`config.mk`:
```
export PLATFORM = sky130hd
export DESIGN_NAME = ram_fifo_ctrl
export DESIGN_NICKNAME = d
export VERILOG_FILES = /design/src/rtl/ram_fifo_ctrl.sv
export SDC_FILE = /design/constraint.sdc
export NUM_CORES = 1
export LEC_CHECK = 0
export BUFFER_PORTS_ARGS = -buffer_cell sky130_fd_sc_hd__clkbuf_2
export CORE_ASPECT_RATIO = 0.9
export CORE_MARGIN = 2
export CORE_UTILIZATION = 40
export DETAILED_ROUTE_END_ITERATION = 12
export PLACE_DENSITY = 0.7
export SYNTH_ARGS = -nofsm -noshare
export SYNTH_HDL_FRONTEND = slang
export SYNTH_SLANG_ARGS = --single-unit
```
`constraint.sdc`:
```
create_clock -name clk -period 9.4 [get_ports clk]
set_clock_uncertainty 0.2 [all_clocks]
set_input_delay 0.94 -clock clk [delete_from_list [all_inputs] [get_ports clk]]
set_output_delay 0.94 -clock clk [all_outputs]
set_load 0.03 [all_outputs]
```
`src/rtl/ram_fifo_ctrl.sv`:
```
// FIFO queue controller for an external single-port RAM. Push and pop share the port, with round-robin arbitration.
// Pop data is returned 1 cycle after pop_ready. push_ready and pop_ready drop when the queue is full/empty, when the request loses arbitration, or during flush.
module ram_fifo_ctrl #(
  parameter int AW = 6,
  parameter int DW = 8
) (
  input  logic          clk,
  input  logic          rst,
  input  logic          push,
  input  logic [DW-1:0] push_data,
  output logic          push_ready,
  input  logic          pop,
  output logic          pop_ready,
  output logic          pop_valid,
  output logic [DW-1:0] pop_data,
  input  logic          flush,
  output logic          full,
  output logic          empty,
  output logic [AW:0]   count,
  output logic          ram_wr_en,
  output logic          ram_rd_en,
  output logic [AW-1:0] ram_add,
  output logic [DW-1:0] ram_din,
  input  logic [DW-1:0] ram_dout
);

  localparam logic [AW:0]   DEPTH   = {1'b1, {AW{1'b0}}};
  localparam logic [AW-1:0] PTR_ONE = {{(AW-1){1'b0}}, 1'b1};
  localparam logic [AW:0]   CNT_ONE = {{AW{1'b0}}, 1'b1};

  logic [AW-1:0] wr_ptr;
  logic [AW-1:0] rd_ptr;
  logic [AW:0]   count_q;
  logic          last_pop;
  logic          pop_valid_q;

  logic push_elig;
  logic pop_elig;
  logic contend;
  logic grant_push;
  logic grant_pop;

  assign full      = (count_q == DEPTH);
  assign empty     = (count_q == '0);
  assign push_elig = push & ~full;
  assign pop_elig  = pop & ~empty;
  assign contend   = ~flush & push_elig & pop_elig;

  // On contention the side that did not win last time goes first; flush blocks all access.
  always_comb begin
    grant_push = 1'b0;
    grant_pop  = 1'b0;
    if (!flush) begin
      if (push_elig && pop_elig) begin
        grant_push = last_pop;
        grant_pop  = ~last_pop;
      end else begin
        grant_push = push_elig;
        grant_pop  = pop_elig;
      end
    end
  end

  assign push_ready = grant_push;
  assign pop_ready  = grant_pop;
  assign ram_wr_en  = grant_push;
  assign ram_rd_en  = grant_pop;
  assign ram_add    = grant_push ? wr_ptr : rd_ptr;
  assign ram_din    = grant_push ? push_data : '0;

  assign count     = count_q;
  assign pop_valid = pop_valid_q;
  assign pop_data  = ram_dout;

  always_ff @(posedge clk or posedge rst) begin
    if (rst) begin
      wr_ptr      <= '0;
      rd_ptr      <= '0;
      count_q     <= '0;
      last_pop    <= 1'b0;
      pop_valid_q <= 1'b0;
    end else begin
      // A pop granted just before a flush still reports its data.
      pop_valid_q <= grant_pop;
      if (flush) begin
        wr_ptr  <= '0;
        rd_ptr  <= '0;
        count_q <= '0;
      end else begin
        if (grant_push) begin
          wr_ptr  <= wr_ptr + PTR_ONE;
          count_q <= count_q + CNT_ONE;
        end
        if (grant_pop) begin
          rd_ptr  <= rd_ptr + PTR_ONE;
          count_q <= count_q - CNT_ONE;
        end
        if (contend) last_pop <= grant_pop;
      end
    end
  end

endmodule
```
## Word-level counts from Yosys, hierarchy flattened

Cells that the tools add are included.

- Bits in registers: 21
- Input bits: 21
- Output and inout bits: 36

- Add/sub/neg operators: 4
- Eq/ne operators: 1
- Muxes and demuxes: 13
- Bitwise gates (word level): 8
- Reduce and logical (&&, ||, !) cells: 6

Operator list:

| kind | number |
|---|---|
| two-way mux 6 bit | 5 |
| two-way mux 7 bit | 3 |
| adder 6 x 1 -> 6 bit (second input constant) | 2 |
| two-way mux 8 bit | 1 |
| adder 7 x 1 -> 7 bit (second input constant) | 1 |
| equality test 7 bit (second input constant) | 1 |
| zero test 7 bit | 1 |
| subtractor 7 x 1 -> 7 bit (second input constant) | 1 |
| AND 1 bit | 4 |
| two-way mux 1 bit | 4 |
| NOT 1 bit | 4 |
| nonzero test 2 bit | 2 |
| nonzero test 3 bit | 1 |
| AND reduction 2 bit | 1 |
| logical AND 1 bit | 1 |

## Depth between registers and ports, before layout

- Word-level depth: 9
- Mapped depth: 10

## Worst setup path after synthesis

Ideal clock, no wire load.

- Path type: input to register
- Start: in push
- End: reg count_q[6], in the netlist count[6]
- Library setup time: 0.125 ns
- Arrival time: 3.876 ns
- Data required time: 9.075 ns
- Setup slack: 5.199 ns
- Stages: 10
- Path buffers: 1
- Cell sequence: clkbuf_1 > nand2_1 > a21oi_2 > nor3b_2 > nor2b_1 > ha_1 > a211o_1 > a2111o_1 > o311ai_0 > mux2_2

- Longest elaborated chain between the ends: 6

RTL lines:

| element | line | text |
|---|---|---|
| start, declared | 9 | `input logic push,` |
| AND 1 bit * | 45 | `assign push_elig = push & ~full;` |
| logical AND 1 bit * | 54 | `if (push_elig && pop_elig) begin` |
| two-way mux 1 bit * | 54 |  |
| two-way mux 1 bit * | 53 | `if (!flush) begin` |
| via pop_ready | 13 | `output logic pop_ready,` |
| two-way mux 7 bit | 94 | `if (grant_pop) begin` |
| two-way mux 7 bit | 85 | `if (flush) begin` |
| end signal, assigned | 92 | `count_q <= count_q + CNT_ONE;` |
| end signal, assigned | 96 | `count_q <= count_q - CNT_ONE;` |
| end, declared | 33 | `logic [AW:0] count_q;` |

Mark *: on every way through the listed nets, which the timed path passes. The rest lies on a longest branch.
A chain may end at the register's enable or synchronous reset.

## Worst setup path after layout

- Start: reg count_q[0], in the netlist count[0]
- End: reg count_q[6], in the netlist count[6]

- Longest elaborated chain between the ends: 8

RTL lines:

| element |
|---|
| branches (longest 8 deep; another with adder 7 x 1 -> 7 bit) |

Several ways; the timed one is not identified. The select of a mux whose other input is x is not followed.

==> impl_metrics.tcl <==
set metrics [dict create \
    finalCriticalPeriod_ns 4.100 \
    cts_made_buffers 3 \
    setup_viol 0 \
    syn_nets 212 \
    hold_viol_final 0 \
    start_kind "flop" \
    clkSinkCount 21 \
    gp_congestion 0.8014 \
    grt_antenna_before_repair 0 \
    fmax_mhz 243.9 \
    cp_slowest_cell "or4_4" \
    power_density_mw_per_mm2 312.3 \
    synthTopCellsByArea "dfrtp_1, ha_1, buf_4" \
    grt_first_pass_wirelength_mm 6.513 \
    grt_max_degree 28 \
    yosysMostFrequentCell "dfrtp_1" \
    die-area_mm2 0.004882 \
    max_slew_margin_pct 44.40 \
    diodes 0 \
    start_util_pct 42.03 \
    seq_area_frac_synth_pct 30.28 \
    area_delta_synth_final_pct 9.589 \
    die_y_um 66.49 \
    worstPathArrival_ns 4.05 \
    synth.distinct_cells 54 \
    fin_hold_ws_ns 0.3140 \
    synth_top_area_share_pct 30.28 \
    drtIter0Drc 86 \
    synthCells 183 \
    yosys_warnings 0 \
    cp.required_ns 9.35 \
    path_buf_inv 0 \
    fin_util_pct 46.06 \
    worst-setup-path-type "flop to flop" \
    drtPass1Iterations 4 \
    cts_setup_buffers 0 \
    synth_common_cells "dfrtp_1, a21oi_1, buf_4" \
    synthArstFlopShare_pct 100.0 \
    io_buffers 40 \
    drive_gt1_share_pct 31.40 \
    synth_ff_type "dfrtp_1" \
    min_from "last_pop$_DFFE_PP0P_" \
    rsz0062_at_grt "no" \
    core_mm2 0.004129 \
    crit_path_end_kind "flop" \
    io_pins 57 \
    leakagePower_nw 0.9021 \
    wl_per_cell_um 15.23 \
    crit_start "count[0]$_DFFE_PP0P_" \
    yosys.area.top_type "dfrtp_1" \
    dp_hpwl_mm 2.913 \
    synth_edf_count 0 \
    route.final.wire_length_mm 3.884 \
    overflow 0 \
    clock_latency_ns 0.26 \
    grt_pass1_vias 1392 \
    viasPerCell 5.886 \
    num_rows 22 \
    ir_drop_v 0.0001894 \
    crit_family "simple AND/OR/NAND/NOR gates" \
    dp_slack_ns 5.301 \
    clk_pin_slew_worst_paths_ns 0.08 \
    slowest_delay_ns 0.63 \
    drc 0 \
    cap_violations 0 \
    finalCritPeriodShare_pct 43.61 \
    cts.htree.levels 1 \
    status "finished, final reports clean" \
    tns_ns 0 \
    holdBufCountCts 0 \
    path_max_fanout 11 \
    postSynthAreaPerCell_um2 9.483 \
    maxSlewViolCount 0 \
    layout.nets 237 \
    grt.total_usage_pct 16.78 \
    critical_path.cell_chain "or4_4, nor3_2, nor3b_2, nor2b_1, fa_1, a211o_1, a2111o_1, o311ai_0, mux2_2" \
    syn-cell-area_mm2 0.001735 \
    die_w_um 73.43 \
    placed_area_mm2 0.001857 \
    fin_ws_ns 5.300 \
    synth_seq_cells 21 \
    worst_pin_slew_ns 0.8331 \
    cts_tree "done" \
    num_vias 1501 \
    ctsResizeCount 0 \
    rr_startpoint "count[0]$_DFFE_PP0P_" \
    clockBufferDepth 2 \
    final_area_mm2 0.001902 \
    cts_root_buf "clkbuf_8" \
    min-delay-path-class "flop to flop" \
    drtAntennaViolNets 0 \
]
## placed cells by master (no fill, tap or decap), types with 2 or more instances in the layout
master	synthesis	final
nor4_1	4	4
o211a_1	2	2
nor3b_1	2	2
nand4_1	4	4
nand2b_1	4	4
a211o_1	3	3
mux2_2	7	7
o31ai_1	8	8
dfrtp_1	21	21
clkbuf_2	0	40
a21oi_2	2	2
nand2_1	7	7
nor4_4	2	2
clkbuf_8	0	3
a311oi_1	2	2
and2_1	8	8
nor2_1	8	8
inv_1	4	4
nor2b_1	7	7
ha_1	7	7
a21oi_1	13	13
o21ai_0	8	8
or4_1	7	7
or3_1	2	2
xnor2_1	2	2
o2111ai_1	2	2
## area by class of cell
type                            count  area, µm²
Multi-Input combinational cell    138       1056
Fill cell                         408       2227
Inverter                            4      15.01
Timing Repair Buffer               40      200.2
Sequential cell                    21      525.5
Tap cell                           48      60.06
Clock buffer                        4      45.04
## worst paths after layout
kind                                         end  depth (start not counted)  slack [ns]
min reg2reg                 last_pop$_DFFE_PP0P_                          1        0.31
min                         last_pop$_DFFE_PP0P_                          1        0.31
max reg2reg                 count[6]$_DFFE_PP0P_                          9        5.30
max                         count[6]$_DFFE_PP0P_                          9        5.30
max in group asynchronous  rd_ptr[2]$_DFFE_PP0P_                          2        7.86
min in group asynchronous   count[2]$_DFFE_PP0P_                          2        0.62
## state kept, by name, indices dropped and copies added, names as in the netlist
register,cells
pop_valid,1
rd_ptr,6
wr_ptr,6
last_pop,1
count,7
## worst register-to-register path, delay by kind of cell, from the launching register on
| kind | cells | cell delay [ns] |
|---|---|---|
| compound gates | 3 | 0.83 |
| fa+ha+maj | 1 | 0.54 |
| flops | 1 | 0.50 |
| mux | 1 | 0.37 |
| simple gates | 4 | 1.56 |
## metrics by stage
step,std cells,total power [mW]
floorplan,183,0.4683
CTS,255,0.5930
global placement,251,0.5266
detailed placement,251,0.5321
global route,255,0.6398
finish,255,0.5940
## power breakdown
part | internal (mW) | leakage, nW | switching (mW)
logic | 0.139 | 0.595 | 0.245
registers | 0.112 | 0.285 | 0.0382
clock network | 0.0301 | 0.0228 | 0.0282
## cell families after synthesis
| family | after synthesis | share of synthesized area (%) |
|---|---|---|
| compound gates | 52 | 21.34 |
| xor+xnor | 2 | 1.010 |
| fa+ha+maj | 8 | 6.200 |
| buf+inv | 24 | 8.868 |
| flops | 21 | 30.28 |
| mux | 10 | 6.633 |
| simple gates | 66 | 25.67 |
## per-layer routing
| layer | global-route usage (%) | vias up | share of wire, % |
|---|---|---|---|
| met1 | 24.46 | 705 | 47 |
| met2 | 25.90 | 56 | 45 |
| met4 | 2.955 | 0 | 0.46 |
| met5 | 0 | - | 0 |
| met3 | 3.328 | 2 | 7.4 |
| li1 | - | 738 | - |
(Power assumes the default switching activity.)
